## config.mk

```make
export PLATFORM = sky130hd
export DESIGN_NAME = adder_err_accum_flat
export DESIGN_NICKNAME = d
export VERILOG_FILES = /design/src/rtl/adder_err_accum_pkg.sv /design/src/rtl/adder_err_accum_if.sv /design/src/rtl/adder_abs_err.sv /design/src/rtl/adder_err_accum.sv /design/src/flat_wrapper.sv
export SDC_FILE = /design/constraint.sdc
export NUM_CORES = 1
export LEC_CHECK = 0
export ABC_CLOCK_PERIOD_IN_PS = 3300
export BUFFER_PORTS_ARGS = -buffer_cell sky130_fd_sc_hd__buf_2
export CORE_MARGIN = 5
export CORE_UTILIZATION = 49
export DETAILED_ROUTE_END_ITERATION = 10
export PLACE_DENSITY = 0.71
export RECOVER_POWER = 100
export SETUP_SLACK_MARGIN = 0.1
export SLEW_MARGIN = 10
export SYNTH_ARGS = -nofsm -noshare
export SYNTH_HDL_FRONTEND = slang
export SYNTH_SLANG_ARGS = --single-unit
export TNS_END_PERCENT = 1
```

## constraint.sdc

```tcl
create_clock -name clk -period 3.3 [get_ports clk]
set_input_delay 0.33 -clock clk [delete_from_list [all_inputs] [get_ports clk]]
set_output_delay 0.33 -clock clk [all_outputs]
set_load 0.005 [all_outputs]
```

## src/rtl/adder_err_accum_pkg.sv

```systemverilog
// Shared types and widths for the approximate-adder error accumulator.
package adder_err_accum_pkg;

  localparam int unsigned OpWDefault = 6;
  localparam int unsigned MaxSamples = 4096;
  localparam int unsigned ErrCntW    = 13;
  localparam int unsigned SumErrW    = 19;
  localparam int unsigned CntW       = $clog2(MaxSamples + 1);

  typedef enum logic [1:0] {
    StIdle,
    StRun,
    StDrain,
    StDone
  } state_e;

endpackage

```

## src/rtl/adder_err_accum_if.sv

```systemverilog
// Sample handshake, run control and result bundle of the error accumulator.
interface adder_err_accum_if
  import adder_err_accum_pkg::*;
#(
  parameter int unsigned OP_W = OpWDefault
);

  logic                start;
  logic                in_valid;
  logic                in_ready;
  logic [OP_W-1:0]     in_a;
  logic [OP_W-1:0]     in_b;
  logic [OP_W:0]       in_approx;
  logic                busy;
  logic                done;
  logic [ErrCntW-1:0]  err_count;
  logic [OP_W:0]       max_abs_err;
  logic [SumErrW-1:0]  sum_abs_err;

  modport master (
    output start, in_valid, in_a, in_b, in_approx,
    input  in_ready, busy, done, err_count, max_abs_err, sum_abs_err
  );

  modport slave (
    input  start, in_valid, in_a, in_b, in_approx,
    output in_ready, busy, done, err_count, max_abs_err, sum_abs_err
  );

endinterface

```

## src/rtl/adder_abs_err.sv

```systemverilog
// Combinational exact sum of two operands and |approx - exact| of the adder under test.
module adder_abs_err
  import adder_err_accum_pkg::*;
#(
  parameter int unsigned OP_W = OpWDefault
) (
  input  logic [OP_W-1:0] a_i,
  input  logic [OP_W-1:0] b_i,
  input  logic [OP_W:0]   approx_i,
  output logic [OP_W:0]   abs_err_o
);

  logic [OP_W:0]   exact;
  logic [OP_W+1:0] diff;
  logic [OP_W+1:0] neg_diff;

  always_comb begin
    exact    = {1'b0, a_i} + {1'b0, b_i};
    diff     = {1'b0, approx_i} - {1'b0, exact};
    neg_diff = '0 - diff;
    // Both operands are below 2^(OP_W+1), so the magnitude always fits OP_W+1 bits.
    abs_err_o = diff[OP_W+1] ? neg_diff[OP_W:0] : diff[OP_W:0];
  end

endmodule

```

## src/rtl/adder_err_accum.sv

```systemverilog
// Run controller: accepts NUM_SAMPLES samples, registers each error once and accumulates
// error count, maximum and sum with saturation.
module adder_err_accum
  import adder_err_accum_pkg::*;
#(
  parameter int unsigned NUM_SAMPLES = MaxSamples,
  parameter int unsigned OP_W        = OpWDefault
) (
  input logic              clk,
  input logic              rst_n,
  adder_err_accum_if.slave bus
);

  localparam logic [CntW-1:0] LastIdx = CntW'(NUM_SAMPLES - 1);

  state_e              state_q, state_d;
  logic [CntW-1:0]     cnt_q, cnt_d;
  logic                pipe_vld_q, pipe_vld_d;
  logic [OP_W:0]       pipe_abs_q, pipe_abs_d;
  logic [ErrCntW-1:0]  err_q, err_d;
  logic [OP_W:0]       max_q, max_d;
  logic [SumErrW-1:0]  sum_q, sum_d;
  logic [SumErrW:0]    sum_ext;
  logic [OP_W:0]       abs_err;
  logic                accept;
  logic                clear;

  adder_abs_err #(
    .OP_W(OP_W)
  ) u_abs_err (
    .a_i      (bus.in_a),
    .b_i      (bus.in_b),
    .approx_i (bus.in_approx),
    .abs_err_o(abs_err)
  );

  always_comb begin
    state_d = state_q;
    cnt_d   = cnt_q;
    accept  = 1'b0;
    clear   = 1'b0;
    unique case (state_q)
      StIdle, StDone: begin
        if (bus.start) begin
          state_d = StRun;
          clear   = 1'b1;
          cnt_d   = '0;
        end
      end
      StRun: begin
        if (bus.in_valid) begin
          accept = 1'b1;
          cnt_d  = cnt_q + CntW'(1);
          if (cnt_q == LastIdx) state_d = StDrain;
        end
      end
      StDrain: state_d = StDone;
      default: state_d = StIdle;
    endcase
  end

  always_comb begin
    pipe_vld_d = accept;
    pipe_abs_d = accept ? abs_err : pipe_abs_q;
    err_d      = err_q;
    max_d      = max_q;
    sum_d      = sum_q;
    sum_ext    = {1'b0, sum_q} + (SumErrW + 1)'(pipe_abs_q);
    if (clear) begin
      pipe_vld_d = 1'b0;
      err_d      = '0;
      max_d      = '0;
      sum_d      = '0;
    end else if (pipe_vld_q) begin
      if ((pipe_abs_q != '0) && (err_q != '1)) err_d = err_q + ErrCntW'(1);
      if (pipe_abs_q > max_q) max_d = pipe_abs_q;
      sum_d = sum_ext[SumErrW] ? '1 : sum_ext[SumErrW-1:0];
    end
  end

  always_ff @(posedge clk or negedge rst_n) begin
    if (!rst_n) begin
      state_q    <= StIdle;
      cnt_q      <= '0;
      pipe_vld_q <= 1'b0;
      pipe_abs_q <= '0;
      err_q      <= '0;
      max_q      <= '0;
      sum_q      <= '0;
    end else begin
      state_q    <= state_d;
      cnt_q      <= cnt_d;
      pipe_vld_q <= pipe_vld_d;
      pipe_abs_q <= pipe_abs_d;
      err_q      <= err_d;
      max_q      <= max_d;
      sum_q      <= sum_d;
    end
  end

  assign bus.in_ready    = (state_q == StRun);
  assign bus.busy        = (state_q == StRun) || (state_q == StDrain);
  assign bus.done        = (state_q == StDone);
  assign bus.err_count   = err_q;
  assign bus.max_abs_err = max_q;
  assign bus.sum_abs_err = sum_q;

endmodule

```

## src/flat_wrapper.sv

```systemverilog
// flat-port wrapper written by rule: the top's interface ports become plain ports
module adder_err_accum_flat import adder_err_accum_pkg::*;
#(
  parameter int unsigned NUM_SAMPLES = MaxSamples,
  parameter int unsigned OP_W        = OpWDefault
)
  (clk, rst_n, bus_start, bus_in_valid, bus_in_a, bus_in_b, bus_in_approx, bus_in_ready, bus_busy, bus_done, bus_err_count, bus_max_abs_err, bus_sum_abs_err);
  adder_err_accum_if #(.OP_W(OP_W)) bus_i ();
  input logic clk;
  input logic rst_n;
  input wire logic [$bits(bus_i.start)-1:0] bus_start;
  input wire logic [$bits(bus_i.in_valid)-1:0] bus_in_valid;
  input wire logic [$bits(bus_i.in_a)-1:0] bus_in_a;
  input wire logic [$bits(bus_i.in_b)-1:0] bus_in_b;
  input wire logic [$bits(bus_i.in_approx)-1:0] bus_in_approx;
  output wire logic [$bits(bus_i.in_ready)-1:0] bus_in_ready;
  output wire logic [$bits(bus_i.busy)-1:0] bus_busy;
  output wire logic [$bits(bus_i.done)-1:0] bus_done;
  output wire logic [$bits(bus_i.err_count)-1:0] bus_err_count;
  output wire logic [$bits(bus_i.max_abs_err)-1:0] bus_max_abs_err;
  output wire logic [$bits(bus_i.sum_abs_err)-1:0] bus_sum_abs_err;
  assign bus_i.start = bus_start;
  assign bus_i.in_valid = bus_in_valid;
  assign bus_i.in_a = bus_in_a;
  assign bus_i.in_b = bus_in_b;
  assign bus_i.in_approx = bus_in_approx;
  assign bus_in_ready = bus_i.in_ready;
  assign bus_busy = bus_i.busy;
  assign bus_done = bus_i.done;
  assign bus_err_count = bus_i.err_count;
  assign bus_max_abs_err = bus_i.max_abs_err;
  assign bus_sum_abs_err = bus_i.sum_abs_err;
  adder_err_accum #(.NUM_SAMPLES(NUM_SAMPLES), .OP_W(OP_W)) u_core (.clk(clk), .rst_n(rst_n), .bus(bus_i));
endmodule
```

Word level (Yosys, flattened, before mapping)
Cells that the tools add are included.
- register bits after elaboration: 62
- bits of input ports: 23
- output and inout bits: 42
- word-level logic and storage cells: 57
- add/subtract/negate cells: 6
- order comparisons: 1
- equal/unequal tests: 8
- multiplexer cells: 22
- reductions and logical operators: 13
- operators by type and width (cell ; count):
    $mux 13 ; 5
    $mux 19 ; 3
    $mux 7 ; 4
    $add 13x1->13 const B ; 2
    $pmux 13 s2 ; 1
    $add 19x7->20 ; 1
    $eq 13x12->1 const B ; 1
    $ne 13x13->1 const B ; 1
    $reduce_bool 2->1 ; 4
    $sub 7x7->8 ; 1
    $add 6x6->7 ; 1
    $gt 7x7->1 ; 1
    $reduce_bool 7->1 ; 1
    $sub 1x7->7 const A ; 1
    $mux 2 ; 3
    $pmux 2 s3 ; 1
    $reduce_and 3->1 ; 2
    $mux 1 ; 5
    $eq 2x2->1 const B ; 2
    $ne 2x2->1 const B ; 2
    $reduce_and 2->1 ; 2
    $eq 2x1->1 const B ; 1
    $logic_not 2->1 ; 1
    $ne 2x1->1 const B ; 1
    other kinds (3) ; 3

Logic depth before layout (Yosys ltp)
Gate-level depths: netlist (run 1).
- depth after elaboration: 5
- gate-level depth with buffers: 12
- gate-level depth less buffers: 12

Cells and area by module
A second synthesis (run 1) with hierarchy kept.
- cell total of the unflattened synthesis: 442
- area, all modules: 4181.5 um^2
- modules (own cells, without submodules) (module ; instances ; cells each ; area an instance (um^2) ; seq. area each (um^2)):
    adder_err_accum ; 1 ; 362 ; 3527.1 ; 1551.5
    adder_abs_err ; 1 ; 80 ; 654.4 ; 0.0

Least setup slack after synthesis (run 1)
No wires, ideal clock.
- path type: input to register
- start point: in bus_in_b[0]
- end point: reg u_core.pipe_abs_q[6]
- setup time: 0.096 ns
- arrival: 2.609 ns
- required time: 3.204 ns
- slack: 0.595 ns
- stages on the path: 12
- buffers on the path: 0
- cell sequence: inv_1 > fa_1 > inv_1 > ha_1 > nor2_1 > fa_1 > nand2b_1 > a21oi_1 > xor2_1 > o31a_1 > and4_1 > o31ai_1
- longest elaborated chain between the ends: 4
- RTL lines (item ; RTL line ; source):
    start: declaration ; flat_wrapper.sv:14 ; input wire logic [$bits(bus_i.in_b)-1:0] bus_in_b;
    $add 6x6->7 (*) ; adder_abs_err.sv:18 ; exact = {1'b0, a_i} + {1'b0, b_i};
    $sub 7x7->8 (*) ; adder_abs_err.sv:19 ; diff = {1'b0, approx_i} - {1'b0, exact};
    $sub 1x7->7 ; adder_abs_err.sv:20 ; neg_diff = '0 - diff;
    $mux 7 (*) ; adder_abs_err.sv:22 ; abs_err_o = diff[OP_W+1] ? neg_diff[OP_W:0] : diff[OP_W:0];
    end signal: assignment ; adder_err_accum.sv:94 ; pipe_abs_q <= pipe_abs_d;
    end: declaration ; adder_err_accum.sv:19 ; logic [OP_W:0] pipe_abs_q, pipe_abs_d;
Every way passes the cells marked *; elsewhere a longest branch is shown, timed or not.
A chain may end at the register's enable or synchronous reset.

Final worst setup path (run 1)
- start point: reg u_core.pipe_abs_q[6]
- end point: reg u_core.sum_q[13] (netlist: u_core.bus.sum_abs_err[13])
- longest elaborated chain between the ends: 4
- RTL lines (item ; RTL line ; source):
    $add 19x7->20 ; adder_err_accum.sv:68 ; sum_ext = {1'b0, sum_q} + (SumErrW + 1)'(pipe_abs_q);
    $mux 19 ; adder_err_accum.sv:77 ; sum_d = sum_ext[SumErrW] ? '1 : sum_ext[SumErrW-1:0];
    $mux 19 ; adder_err_accum.sv:74 ; end else if (pipe_vld_q) begin
    $mux 19 ; adder_err_accum.sv:69 ; if (clear) begin
    end signal: assignment ; adder_err_accum.sv:97 ; sum_q <= sum_d;
    end: declaration ; adder_err_accum.sv:22 ; logic [SumErrW-1:0] sum_q, sum_d;
Every way passes these cells. The select of a mux whose other input is x is not followed.

==> reports/metrics.cfg, run 1 <==
[yosys]
synth_mux_area_frac = 0.0297
synth_top_area_share = 0.384
syn_avg_cell_area_um2 = 9.02
syn_nets = 507
yosys_warnings = 0
syn-instance-count = 448
synth_top_area_cell = dfrtp_1
synthDistinctLibCells = 51
synth.ff_latch_count = 62
syn_area_mm2 = 0.00404
synth_edf_count = 0
synth_compound_area_frac = 0.158
synthTopCellsByArea = dfrtp_1 38%, ha_1 9.0%, nor2_1 4.3%
async_flop_share = 1.00
yosysSeqAreaShare = 0.384
synth_top_family_by_area = simple AND/OR/NAND/NOR gates
synth-simple-area-share = 0.189
yosys.area_share.adder = 0.124
synth_xor_area_frac = 0.0628
synth_ff_type = dfrtp_1

[worst_setup_path]
cp-start-kind = flip-flop
r2r_start = u_core.pipe_abs_q[6]$_DFFE_PN0P_
cp-end-kind = flip-flop
required_ns = 3.55
crit_type = flip-flop to flip-flop
reg2reg_to = u_core.bus.sum_abs_err[13]$_DFFE_PN0P_
crit_start = u_core.pipe_abs_q[6]$_DFFE_PN0P_
rrSetupSlack_ns = 0.50
cp_max_fo = 15
ff2ff_path_depth = 7
crit_path_end = u_core.bus.sum_abs_err[13]$_DFFE_PN0P_
arrival_ns = 3.04

[finish]
drive_gt1_frac = 0.123
fillers = 751
nNetsFinal = 573
syn_to_final_growth_pct = 14.0
seq_area_mm2 = 0.00155
multi_input_area_mm2 = 0.00228
n_antenna_cell = 0
fin_area_mm2 = 0.00461

[placed_design]
globalplace.congestion = 0.834
placed_area_mm2 = 0.00448
hpwl_um = 6630
dp_slack_ns = 0.302
io_buffers = 64

[cts]
cts.sinks = 62
clkLatencyLatePin_ns = 0.34
ctsResizeCount = 0
cts_setup_buffers = 0
cts_buffer_depth = 2
htree_levels = 3
root_buffer = clkbuf_8
clkTransAtPathRegs_ns = 0.07
cts_tree = done
cts_buffers = 9
hold_buffers = 0

[routing]
dr.pass1.iters = 4
drc_errors = 0
ant_nets = 0
via_per_inst = 5.59
drt_wl_total_um = 8960
wl_per_cell_um = 14.4
vias = 3488
drt_iter0_drc = 175

[power_and_ir_drop]
swShare = 0.424
power.switching_w = 0.00132
peakVddDrop_mv = 0.262
clkPwrFrac = 0.185
power_density_mw_per_mm2 = 677
p_leak_nw = 2.21
p_seq_frac = 0.347
internal_power_w = 0.00179
p_comb_frac = 0.468

[timing]
slew_viol_final = 45
finalHoldViolCount = 0
tightest_slew_ns = 2.36
fmax_ghz = 0.358
holdWs_ns = 0.362
fin_skew_ns = 0.0142
fin_setup_tns_ns = 0
period_share = 0.847
period_needed_ns = 2.80
rsz0062_at_grt = false
setup_viol = 0
fin_ws_ns = 0.504
relSlewSlack = -0.572

[global_routing]
top_usage_layer = met2
grt-ovfl-total = 0
use_met3 = 0.0388
grt_use_met2 = 0.313
grt_pass1_vias = 3460
grt_max_degree = 45
antenna_found_initial = 0
grt_use_total = 0.185
use_met1 = 0.227
grt_pass1_wl_um = 15200

[floorplanning]
pin_count = 65
die_w_um = 101
die_h_um = 101
row_count = 33
start_util = 0.497
die-area_mm2 = 0.0102
fp.coreArea_mm2 = 0.00813

[run_status]
status = finished with violations
violations = capacitance limit, slew limit

[min_path]
hold_path_class = input port to flip-flop

[job]
cap_viol_max_count = 1

[cell families after synthesis]
family	after synthesis
simple gates	153
compound gates	102
flops	62
buf+inv	54
fa+ha+maj	36
xor+xnor	29
mux	12
[metal layers]
metal  part of all wire  vias up
li1                   -     1717
met5                  0        -
met4              0.017        0
met3              0.055       13
met1               0.44     1665
met2               0.49       93
[registers in the layout, summed over array words and instances, names as in the netlist]
| register | cells |
|---|---|
| u_core.bus.err_count | 13 |
| u_core.bus.max_abs_err | 7 |
| u_core.bus.sum_abs_err | 19 |
| u_core.cnt_q | 13 |
| u_core.pipe_abs_q | 7 |
| u_core.pipe_vld_q | 1 |
| u_core.state_q | 2 |
[worst max-delay path, cell delays in order, from the launching register on]
cell	delay, ns
dfrtp_1	0.45
ha_1	0.36
o21ai_1	0.11
nor2b_1	0.18
or2_0	0.21
or4b_1	0.82
and2_0	0.32
a211oi_1	0.25
[through the flow]
stage / util / cells / power [W]
2_1_floorplan: - / 448 / 0.00212
3_3_place_gp: 0.550 / 608 / 0.00251
3_5_place_dp: 0.550 / 608 / 0.00257
4_1_cts: 0.571 / 624 / 0.00317
5_1_grt: 0.566 / 624 / 0.00339
6_report: 0.566 / 624 / 0.00312
[how the worst min path moves through the flow]
| stage | from | to | cells past startpoint |
|---|---|---|---|
| after floorplan | rst_n | u_core.bus.err_count[0]$_DFFE_PN0P_ | 0 |
| after global placement | u_core.bus.sum_abs_err[8]$_DFFE_PN0P_ | u_core.bus.sum_abs_err[8]$_DFFE_PN0P_ | 1 |
| after detailed placement | u_core.bus.sum_abs_err[18]$_DFFE_PN0P_ | u_core.bus.sum_abs_err[18]$_DFFE_PN0P_ | 1 |
| after CTS | rst_n | u_core.bus.sum_abs_err[15]$_DFFE_PN0P_ | 1 |
| after global routing | bus_start | u_core.state_q[1]$_DFFE_PN0P_ | 3 |
| final | bus_start | u_core.state_q[1]$_DFFE_PN0P_ | 3 |
[power by group through the flow]
stage / Combinational, W / Sequential [W] / Clock (W)
final: 0.00146 / 0.00108 / 0.000577
after global routing: 0.00166 / 0.00110 / 0.000633
after CTS: 0.00149 / 0.00108 / 0.000596
after detailed placement: 0.00148 / 0.00109 / 0
after global placement: 0.00143 / 0.00108 / 0
after floorplan: 0.00107 / 0.00105 / 0
[cell type report]
type                       count  area share
timing repair buffer          70      0.0720
inverter                      39      0.0318
clock inverter                 4     0.00489
multi-input combinational    332       0.495
sequential                    62       0.337
tap                          105      0.0285
clock buffer                  12      0.0315
[placed cells by master (no fill, tap or decap), drive strengths merged, types with 3 or more instances in the layout]
cell     n
fa       7
nor4     3
nor3    13
nand4    5
or3      4
clkinv   3
nor3b    4
nor2    46
a21o     6
buf     48
nor2b    6
and3    14
o31ai    4
nand2   28
or4      3
ha      29
mux2i   12
a21oi   17
dfrtp   62
o21ai   27
a211oi   3
and2     3
o21bai   4
inv     39
clkbuf  34
xnor2   15
xor2    14
nand2b   5
nand3   13
a31oi   23
[synth_stat cells, types with 2 or more instances]
cell / count
buf_2: 3
and4_1: 2
o21ai_0: 26
or4_1: 3
nor3_1: 13
o31a_1: 2
nor2_1: 46
a22o_1: 2
a31oi_1: 23
a21o_1: 6
dfrtp_1: 62
nand2_1: 28
or3_1: 4
xor2_1: 14
and3_1: 14
and2_1: 2
o21a_1: 2
clkbuf_1: 10
fa_1: 7
nand2b_1: 5
xnor2_1: 15
o21bai_1: 4
a211oi_1: 3
nand3_1: 13
nor2b_1: 6
nor4_1: 3
a2111oi_0: 2
nand4_1: 5
o31ai_1: 4
mux2i_1: 12
ha_1: 29
nor3b_1: 4
a311oi_1: 2
a21oi_1: 17
inv_1: 39
Power figures use the tool's default switching activity.
==> run 2, diff against run 1 <==
Settings changed: ABC_CLOCK_PERIOD_IN_PS 3300 to 2700.
Clock period 3.3 ns to 2.7 ns, I/O delays scaled along.
==> reports/metrics.cfg, run 2 (synthesized netlist as in run 1, its figures left out) <==
[run_status]
status = finished with violations
violations = capacitance limit, slew limit

[worst_setup_path]
ff2ff_path_depth = 4  ; -3
path_delay_family = adder cells
cp_max_fo = 3  ; -12
required_ns = 2.95  ; -0.60 ns
arrival_ns = 2.73  ; -0.31 ns
rrSetupSlack_ns = 0.30  ; -0.20 ns
critical-path-slowest-cell = fa_1
cp-end-kind = flip-flop
path_buf_inv = 1  ; +1
cpPeakStageDelay_ns = 0.55  ; -0.27 ns
crit_type = input port to flip-flop
path_cells = buf_2 > fa_1 > ha_1 > nor2_1 > fa_2 > nand2b_1 > a21oi_2 > xor2_1 > o31a_1 > and4_1 > o31ai_2
cp.depth = 11  ; +4
cp-start-kind = input port

[timing]
finalHoldViolCount = 0  ; unchanged
period_share = 0.919
period_needed_ns = 2.48
fmax_ghz = 0.403
rsz0062_at_grt = false
slew_viol_final = 63  ; +40%
tightest_slew_ns = 1.53  ; -0.828 ns
fin_skew_ns = 0.0111  ; -0.00309 ns
setup_viol = 0  ; unchanged
relSlewSlack = -0.0198  ; +0.552

[placed_design]
hpwl_um = 6640  ; +0.12%
placed_area_mm2 = 0.00459  ; +2.6%
globalplace.congestion = 0.870  ; +4.3%
io_buffers = 64  ; unchanged

[finish]
final_common_cell = dfrtp_1
nNetsFinal = 586  ; +2.3%
final_cell_mix = 62 x dfrtp_1, 49 x buf_2, 46 x nor2_1
largest_reg_flops = 19  ; unchanged
syn_to_final_growth_pct = 16.9
drive_gt1_frac = 0.160  ; +0.0368
n_antenna_cell = 0  ; unchanged
fillers = 739  ; -1.6%
fin_area_mm2 = 0.00473  ; +2.6%
final_core_util = 0.581  ; +0.0146

[floorplanning]
pin_count = 65  ; unchanged
fp.coreArea_mm2 = 0.00813  ; unchanged
start_util = 0.497  ; unchanged
die-area_mm2 = 0.0102  ; unchanged
row_count = 33  ; unchanged
die_h_um = 101  ; unchanged
die_w_um = 101  ; unchanged

[routing]
drc_errors = 0  ; unchanged
via_per_inst = 5.52  ; -1.3%
ant_nets = 0  ; unchanged
drt_iter0_drc = 182  ; +4.0%
dr.pass1.iters = 5  ; +1
wl_per_cell_um = 13.9  ; -3.5%
vias = 3510  ; +0.63%
drt_wl_total_um = 8820  ; -1.6%

[min_path]
hold_path_class = input port to flip-flop
hold_depth = 3  ; unchanged

[cts]
clkTransAtPathRegs_ns = 0.06  ; about the same
clkLatencyLatePin_ns = 0.34  ; about the same
cts_buffers = 9  ; unchanged
cts.sinks = 62  ; unchanged
hold_buffers = 0  ; unchanged
cts_buffer_depth = 2  ; unchanged
root_buffer = clkbuf_8
cts_tree = done
htree_levels = 3  ; unchanged

[power_and_ir_drop]
peakVddDrop_mv = 0.340  ; +30%
p_leak_nw = 2.27  ; +2.7%
power_density_mw_per_mm2 = 821  ; +21%

[global_routing]
grt_use_total = 0.183  ; -0.00143
grt-ovfl-total = 0  ; unchanged
grt_pass1_wl_um = 15100  ; -0.95%
antenna_found_initial = 0  ; unchanged
grt_pass1_vias = 3355  ; -3.0%
use_met3 = 0.0394  ; +0.000692
top_usage_layer = met2
use_met1 = 0.235  ; +0.00803
grt_max_degree = 63  ; +40%
grt_use_met2 = 0.295  ; -0.0182

[job]
cap_viol_max_count = 1  ; unchanged

## run 2: cell count changes in the layout (fill, tap and decap cells not counted), sizes merged
cell	change
clkbuf	-2
buf	+13
clkinv	+1
## run 2: path summary, 6_finish.rpt
path | from | endpoint
max in group asynchronous | rst_n | u_core.bus.sum_abs_err[9]$_DFFE_PN0P_
min | bus_start | u_core.state_q[1]$_DFFE_PN0P_
min reg2reg | u_core.bus.sum_abs_err[18]$_DFFE_PN0P_ | u_core.bus.sum_abs_err[18]$_DFFE_PN0P_
max | bus_in_approx[0] | u_core.pipe_abs_q[6]$_DFFE_PN0P_
max reg2reg | u_core.state_q[0]$_DFFE_PN0P_ | u_core.bus.err_count[8]$_DFFE_PN0P_
min in group asynchronous | rst_n | u_core.bus.sum_abs_err[15]$_DFFE_PN0P_
## run 2: per-layer routing
layer	up-vias	routed length, um
met4	0	166
met1	1671	4000
li1	1743	-
met5	-	0
met3	15	476
met2	81	4180
## run 2: worst register-to-register path, cell delays in order (launching register included)
cell and delay [ns]:
dfrtp_1 0.42, ha_1 0.38, and2_0 0.66, clkbuf_1 0.66, nor3_1 0.13
## run 2: cell type report
type,count,area [um^2],area share
timing repair buffer,83,419,0.0887
clock buffer,10,128,0.0270
inverter,39,146,0.0310
multi-input combinational,332,2320,0.491
sequential,62,1550,0.328
clock inverter,5,27.5,0.00582
tap,105,131,0.0278
## run 2: stage by stage
stage	cells	TNS [ns]	setup WS [ns]	total power, W	hold slack (ns)
floorplan	448	0	0.111	0.00261	-0.0256
global placement	620	-0.0819	-0.0596	0.00317	0.483
detailed placement	620	-0.551	-0.144	0.00324	0.486
CTS	635	0	0.211	0.00393	0.105
global route	636	0	0.0594	0.00426	0.302
finish	636	0	0.218	0.00388	0.298
## run 2: repair_timing
action	4_1_cts	5_1_grt
setup buffers	0	1
endpoints found under the setup margin	0	4
resized for setup	0	4
## run 2: power breakdown
part	switching, W	internal (W)
clock network	0.000354	0.000321
logic	0.00111	0.000803
registers	0.000181	0.00111
